<file path="config.mk">
export PLATFORM = sky130hd
export DESIGN_NAME = crc24a_attach_flat
export DESIGN_NICKNAME = d
export VERILOG_FILES = /design/src/rtl/nbiot_tx_pkg.sv /design/src/rtl/crc24a_attach_if.sv /design/src/rtl/crc24_lfsr.sv /design/src/rtl/crc24a_attach.sv /design/src/flat_wrapper.sv
export SDC_FILE = /design/constraint.sdc
export NUM_CORES = 1
export LEC_CHECK = 0
export ABC_CLOCK_PERIOD_IN_PS = 3700
export CAP_MARGIN = 20
export CELL_PAD_IN_SITES_DETAIL_PLACEMENT = 1
export CELL_PAD_IN_SITES_GLOBAL_PLACEMENT = 2
export CORE_MARGIN = 2
export CORE_UTILIZATION = 28
export CTS_BUF_LIST = sky130_fd_sc_hd__clkbuf_4
export CTS_CLUSTER_SIZE = 28
export DETAILED_ROUTE_END_ITERATION = 7
export PLACE_DENSITY_LB_ADDON = 0.05
export SLEW_MARGIN = 20
export SYNTH_ARGS = -nofsm -noshare
export SYNTH_HDL_FRONTEND = slang
export SYNTH_SLANG_ARGS = --single-unit
</file>
<file path="constraint.sdc">
create_clock -name clk -period 3.7 [get_ports clk]
set_input_delay 0.555 -clock clk [delete_from_list [all_inputs] [get_ports clk]]
set_output_delay 0.555 -clock clk [all_outputs]
set_load 0.05 [all_outputs]
</file>
<file path="src/rtl/nbiot_tx_pkg.sv">
// Shared NB-IoT transmit-chain definitions: CRC generator polynomials and the
// two-state attach FSM encoding.
package nbiot_tx_pkg;

   localparam int          CRC_W       = 24;
   localparam logic [23:0] CRC24A_POLY = 24'h864CFB;
   localparam logic [23:0] CRC24B_POLY = 24'h800063;

   typedef enum logic {
      COLLECT = 1'b0,
      DONE    = 1'b1
   } attach_state_e;

endpackage

</file>
<file path="src/rtl/crc24a_attach_if.sv">
// Serial payload input and parallel block output of the CRC attach stage.
// blk_out is ascending [0:K-1] so index 0 carries a0, the first bit received.
interface crc24a_attach_if
   import nbiot_tx_pkg::*;
#(
   parameter int K = 40
);
   logic             bit_in;
   logic             bit_valid;
   logic             bit_ready;
   logic [0:K-1]     blk_out;
   logic             blk_valid;
   logic             blk_ack;
   logic [CRC_W-1:0] crc_out;

   modport master (
      output bit_in, bit_valid, blk_ack,
      input  bit_ready, blk_out, blk_valid, crc_out
   );

   modport slave (
      input  bit_in, bit_valid, blk_ack,
      output bit_ready, blk_out, blk_valid, crc_out
   );
endinterface

</file>
<file path="src/rtl/crc24_lfsr.sv">
// Bit-serial 24-bit CRC register, MSB-first, no reflection, zero init.
// crc_next is the value after absorbing din, exposed so callers can capture it same-cycle.
module crc24_lfsr
   import nbiot_tx_pkg::*;
#(
   parameter logic [CRC_W-1:0] POLY = CRC24A_POLY
) (
   input  logic             clk,
   input  logic             rst,
   input  logic             clr,
   input  logic             en,
   input  logic             din,
   output logic [CRC_W-1:0] crc,
   output logic [CRC_W-1:0] crc_next
);
   logic [CRC_W-1:0] crc_q;
   logic [CRC_W-1:0] crc_d;
   logic             fb;

   // clr wins over en so the final bit of a block can be absorbed and cleared together
   always_comb begin
      fb       = din ^ crc_q[CRC_W-1];
      crc_next = {crc_q[CRC_W-2:0], 1'b0} ^ (fb ? POLY : '0);
      crc_d    = crc_q;
      if (clr) begin
         crc_d = '0;
      end else if (en) begin
         crc_d = crc_next;
      end
   end

   always_ff @(posedge clk) begin
      if (!rst) begin
         crc_q <= '0;
      end else begin
         crc_q <= crc_d;
      end
   end

   assign crc = crc_q;
endmodule

</file>
<file path="src/rtl/crc24a_attach.sv">
// Transport-block CRC-24A attachment: collects A = K-24 serial bits, then holds
// {payload, parity} as one K-bit word until the downstream acknowledges it.
module crc24a_attach
   import nbiot_tx_pkg::*;
#(
   parameter int               K    = 40,
   parameter logic [CRC_W-1:0] POLY = CRC24A_POLY
) (
   input  logic           clk,
   input  logic           rst,
   crc24a_attach_if.slave bus
);
   // A must be at least 2 so the held-payload register has a width
   localparam int A     = K - CRC_W;
   localparam int PAY_W = A - 1;
   localparam int CNT_W = (A > 1) ? $clog2(A) : 1;

   attach_state_e    state_q, state_d;
   logic [CNT_W-1:0] count_q, count_d;
   logic [PAY_W-1:0] payload_q, payload_d;
   logic [0:K-1]     blk_out_q, blk_out_d;
   logic             blk_valid_q, blk_valid_d;
   logic [CRC_W-1:0] crc_out_q, crc_out_d;

   logic             accept;
   logic             lfsr_clr;
   logic [CRC_W-1:0] lfsr_crc;
   logic [CRC_W-1:0] crc_next;

   crc24_lfsr #(.POLY(POLY)) u_lfsr (
      .clk      (clk),
      .rst      (rst),
      .clr      (lfsr_clr),
      .en       (accept),
      .din      (bus.bit_in),
      .crc      (lfsr_crc),
      .crc_next (crc_next)
   );

   always_comb begin
      accept      = bus.bit_valid && (state_q == COLLECT);
      lfsr_clr    = 1'b0;
      state_d     = state_q;
      count_d     = count_q;
      payload_d   = payload_q;
      blk_out_d   = blk_out_q;
      blk_valid_d = blk_valid_q;
      crc_out_d   = crc_out_q;

      case (state_q)
         COLLECT: begin
            if (accept) begin
               // only the first A-1 bits need holding; the last one goes straight to blk_out
               payload_d = PAY_W'({payload_q, bus.bit_in});
               if (count_q == CNT_W'(A - 1)) begin
                  count_d     = '0;
                  lfsr_clr    = 1'b1;
                  blk_out_d   = {payload_q, bus.bit_in, crc_next};
                  crc_out_d   = crc_next;
                  blk_valid_d = 1'b1;
                  state_d     = DONE;
               end else begin
                  count_d = count_q + 1'b1;
               end
            end
         end
         DONE: begin
            if (blk_valid_q && bus.blk_ack) begin
               blk_valid_d = 1'b0;
               state_d     = COLLECT;
            end
         end
         default: state_d = COLLECT;
      endcase
   end

   always_ff @(posedge clk) begin
      if (!rst) begin
         state_q     <= COLLECT;
         count_q     <= '0;
         payload_q   <= '0;
         blk_out_q   <= '0;
         blk_valid_q <= 1'b0;
         crc_out_q   <= '0;
      end else begin
         state_q     <= state_d;
         count_q     <= count_d;
         payload_q   <= payload_d;
         blk_out_q   <= blk_out_d;
         blk_valid_q <= blk_valid_d;
         crc_out_q   <= crc_out_d;
      end
   end

   assign bus.bit_ready = (state_q == COLLECT);
   assign bus.blk_out   = blk_out_q;
   assign bus.blk_valid = blk_valid_q;
   assign bus.crc_out   = crc_out_q;

   // the LFSR must already be cleared while a finished block waits for its ack
   a_lfsr_clear_in_done : assert property (
      @(posedge clk) disable iff (!rst) (state_q == DONE) |-> (lfsr_crc == '0)
   );
endmodule

</file>
<file path="src/flat_wrapper.sv">
// flat-port wrapper written by rule: the top's interface ports become plain ports
module crc24a_attach_flat import nbiot_tx_pkg::*;
#(
   parameter int               K    = 40,
   parameter logic [CRC_W-1:0] POLY = CRC24A_POLY
)
  (clk, rst, bus_bit_in, bus_bit_valid, bus_blk_ack, bus_bit_ready, bus_blk_out, bus_blk_valid, bus_crc_out);
  crc24a_attach_if #(.K(K)) bus_i ();
  input  logic clk;
  input  logic rst;
  input wire logic [$bits(bus_i.bit_in)-1:0] bus_bit_in;
  input wire logic [$bits(bus_i.bit_valid)-1:0] bus_bit_valid;
  input wire logic [$bits(bus_i.blk_ack)-1:0] bus_blk_ack;
  output wire logic [$bits(bus_i.bit_ready)-1:0] bus_bit_ready;
  output wire logic [$bits(bus_i.blk_out)-1:0] bus_blk_out;
  output wire logic [$bits(bus_i.blk_valid)-1:0] bus_blk_valid;
  output wire logic [$bits(bus_i.crc_out)-1:0] bus_crc_out;
  assign bus_i.bit_in = bus_bit_in;
  assign bus_i.bit_valid = bus_bit_valid;
  assign bus_i.blk_ack = bus_blk_ack;
  assign bus_bit_ready = bus_i.bit_ready;
  assign bus_blk_out = bus_i.blk_out;
  assign bus_blk_valid = bus_i.blk_valid;
  assign bus_crc_out = bus_i.crc_out;
  crc24a_attach #(.K(K), .POLY(POLY)) u_core (.clk(clk), .rst(rst), .bus(bus_i));
endmodule
</file>
==> impl_results.md <==
* Pre-CTS WS at 1.199 ns
* Cell Chain, Critical Path: ha_1, buf_4, inv_1, nor2_2, o22ai_1
* Final count of negative-setup-slack endpoints at 0
* CP Max Fanout at 31
* Final Cycle Share at 0.6362
* # IOs at 71
* Pin count of the biggest net entering global routing at 54
* Sw frac at 0.2675
* Starting DRT DRC Count at 129
* Overall Power at 1520 µW
* CTS buffer count at 9
* Final wirelength at 9.030 mm
* DRT Pass-1 Iters at 4
* Syn_nets at 425
* Area after DPL at 0.004104 mm²
* Slew margin rel. at 0.3274
* Most common cell in the synthesized netlist: dfxtp_1
* Post-CTS Setup Bufs at 0
* Flops & latches, synth at 85
* Residual DRC count at 0
* Ys async rst share at 0
* Core ar. at 0.01206 mm²
* DIE HEIGHT at 115.4 µm
* Hold Vio Cnt, Final at 0
* Final RePlAce weighted congestion at 0.6896
* YS warnings at 0
* Sequential Power Share at 0.627
* WP data required at 4.02 ns
* Fin. max-slew vios at 0
* Hold Buf Count CTS at 0
* Via count at 2,961
* Cts repair resizes at 0
* Setup WS post-layout at 1.346 ns
* Die X at 115.4 µm
* Pwr dens at 361.7 mW/mm²
* Setup crit end kind: register
* Initial antenna violation count at 0
* Mapped Cells at 419
* Sw Pwr at 406.7 µW
* Util after Layout at 0.3484
* Layout cell share with drive strength beyond 1 at 0.05519
* Initial Util at 0.2881
* Worst path bufs/invs at 2
* N_diodes at 0
* Rows at 40
* CTS tree: built
* Leading area contributor after synthesis: dfxtp_1
* Clock Sinks at 85
* Avg Cell Area, Syn at 8.293 µm²
* Tightest Pin Transition at 1.009 ns
* Int Power at 1114 µW
* Synth unique cells at 31
* Synthesized area at 0.003475 mm²
* Overall Global Routing Usage at 0.1435
* Pleak at 0.001371 µW
* Number of synthesized flops with an enable pin at 0
* Arrival @ worst endpoint at 2.68 ns
* CP max stage cell: nor2_2
* Largest stage delay, worst path at 0.66 ns
* VDD IR max at 0.2302 mV
* Startpoint Class: register
* Post-DRT Antenna Nets at 0
* Cell family with most CP delay: buffers and inverters
* WL/cell at 14.54 µm
* Yosys top cell area share at 0.4897
* Fill count at 1,416
* Die area at 0.01332 mm²
* Clk network pwr share at 0.300
* RSZ-0062 raised after global routing: no
* Setup_tns at 0 ns
* Nets@finish at 455
* Buffers on Ports at 70
* Outcome: finished, final reports clean
* Power share of the combinational group at 0.073
* Maxcap violations at 0
* Area growth syn-to-layout at 20.96%
* Root Driver: clkbuf_4
* Clock Skews at 0.008171 ns
* CTS clk-pin slew, worst paths at 0.13 ns
* First-pass GRT wire length at 14.97 mm
* Design area at 0.004203 mm²
* H-tree Lvls at 3
* Fmax achieved at 424.8 MHz
* Synth area leaders: dfxtp_1 49%, nand2_1 8.3%, a21oi_1 8.2%
* Min Tclk post-route at 2.354 ns
* Post-synth top cells: 85 x dfxtp_1, 77 x nand2_1, 57 x a21oi_1
* Total congestion overflow at 0
* Min-delay worst type: reg -> reg
* Clk_lat worst skew at 0.45 ns
* Vias in the first global route at 3,100
* Hpwl dp at 5.591 mm
* Via-to-Cell Ratio at 4.768
* Setup Crit Path Kind: reg -> reg
* Post-synthesis sequential area ratio at 0.4897
* Top FF cell, synth: dfxtp_1
* CTS max path bufs at 2
-- state kept, by name (all words and copies together) (netlist names) --
name,flops
u_core.bus.blk_valid,1
u_core.bus.blk_out,17
u_core.payload_q,15
u_core.bus.crc_out,23
u_core.state_q,1
u_core.u_lfsr.crc,24
u_core.count_q,4
-- cell type report --
type / instances / area [µm²] / share of cell area
flip-flops and latches: 85 / 1702 / 0.4049
well taps: 168 / 210.2 / 0.05001
multi-input cells: 272 / 1420 / 0.3379
clock buffers: 11 / 82.58 / 0.01965
inverters: 3 / 11.26 / 0.002679
clock inverters: 4 / 16.27 / 0.003870
repair buffers: 78 / 760.7 / 0.1810
-- layer usage --
metal,vias to the layer above,part of all wire,track usage
met5,-,0,0
met3,8,0.034,0.05166
li1,1470,-,-
met4,0,0.012,0.04096
met1,1448,0.46,0.1700
met2,35,0.50,0.2444
-- cells in the final DEF (no fill, tap or decap), types with 8 or more instances in the layout --
cell,Yosys,routed
dfxtp_1,85,85
or3_1,13,13
clkdlybuf4s50_1,0,70
clkbuf_4,0,11
buf_4,26,8
nand3_1,41,41
a31oi_1,11,11
nand2_1,77,77
o21ai_0,26,26
a21oi_1,57,57
xor2_1,13,13
o22ai_1,12,12
-- power by group through the flow --
| stage | Combinational, µW | Clock (µW) | Sequential, µW |
|---|---|---|---|
| 3_3_place_gp | 112 | 0 | 973 |
| 5_1_grt | 127 | 530 | 957 |
| 3_5_place_dp | 114 | 0 | 973 |
| 2_1_floorplan | 88.8 | 0 | 967 |
| 4_1_cts | 114 | 487 | 953 |
| 6_report | 112 | 456 | 953 |
-- kinds of logic after synthesis --
family / count (synthesis) / synth area share
compound gates: 115 / 0.1793
buf+inv: 62 / 0.1030
fa+ha+maj: 1 / 0.003600
xor+xnor: 16 / 0.04249
flops: 85 / 0.4897
simple gates: 140 / 0.1819
-- worst paths after layout --
path | start | end | slack, ns | cells past startpoint
worst max register to register | u_core.count_q[0] | u_core.bus.crc_out[17] | 1.35 | 5
worst min-delay path | u_core.payload_q[14] | u_core.payload_q[14] | 0.47 | 2
worst max-delay path | u_core.count_q[0] | u_core.bus.crc_out[17] | 1.35 | 5
worst min register to register | u_core.payload_q[14] | u_core.payload_q[14] | 0.47 | 2
-- tightest hold or removal path, cell delays in order (launching register included) --
cell     delay (ns)
dfxtp_1        0.34
nand2_1        0.05
a21oi_1        0.05
-- metrics by stage --
stage | hold slack, ns | cells
after CTS | 0.4749 | 621
after global routing | 0.5041 | 621
after floorplan | 0.4366 | 419
after detailed placement | 0.4570 | 606
after global placement | 0.4467 | 606
final | 0.4718 | 621
Note: power is estimated with default switching activity, not from simulation.
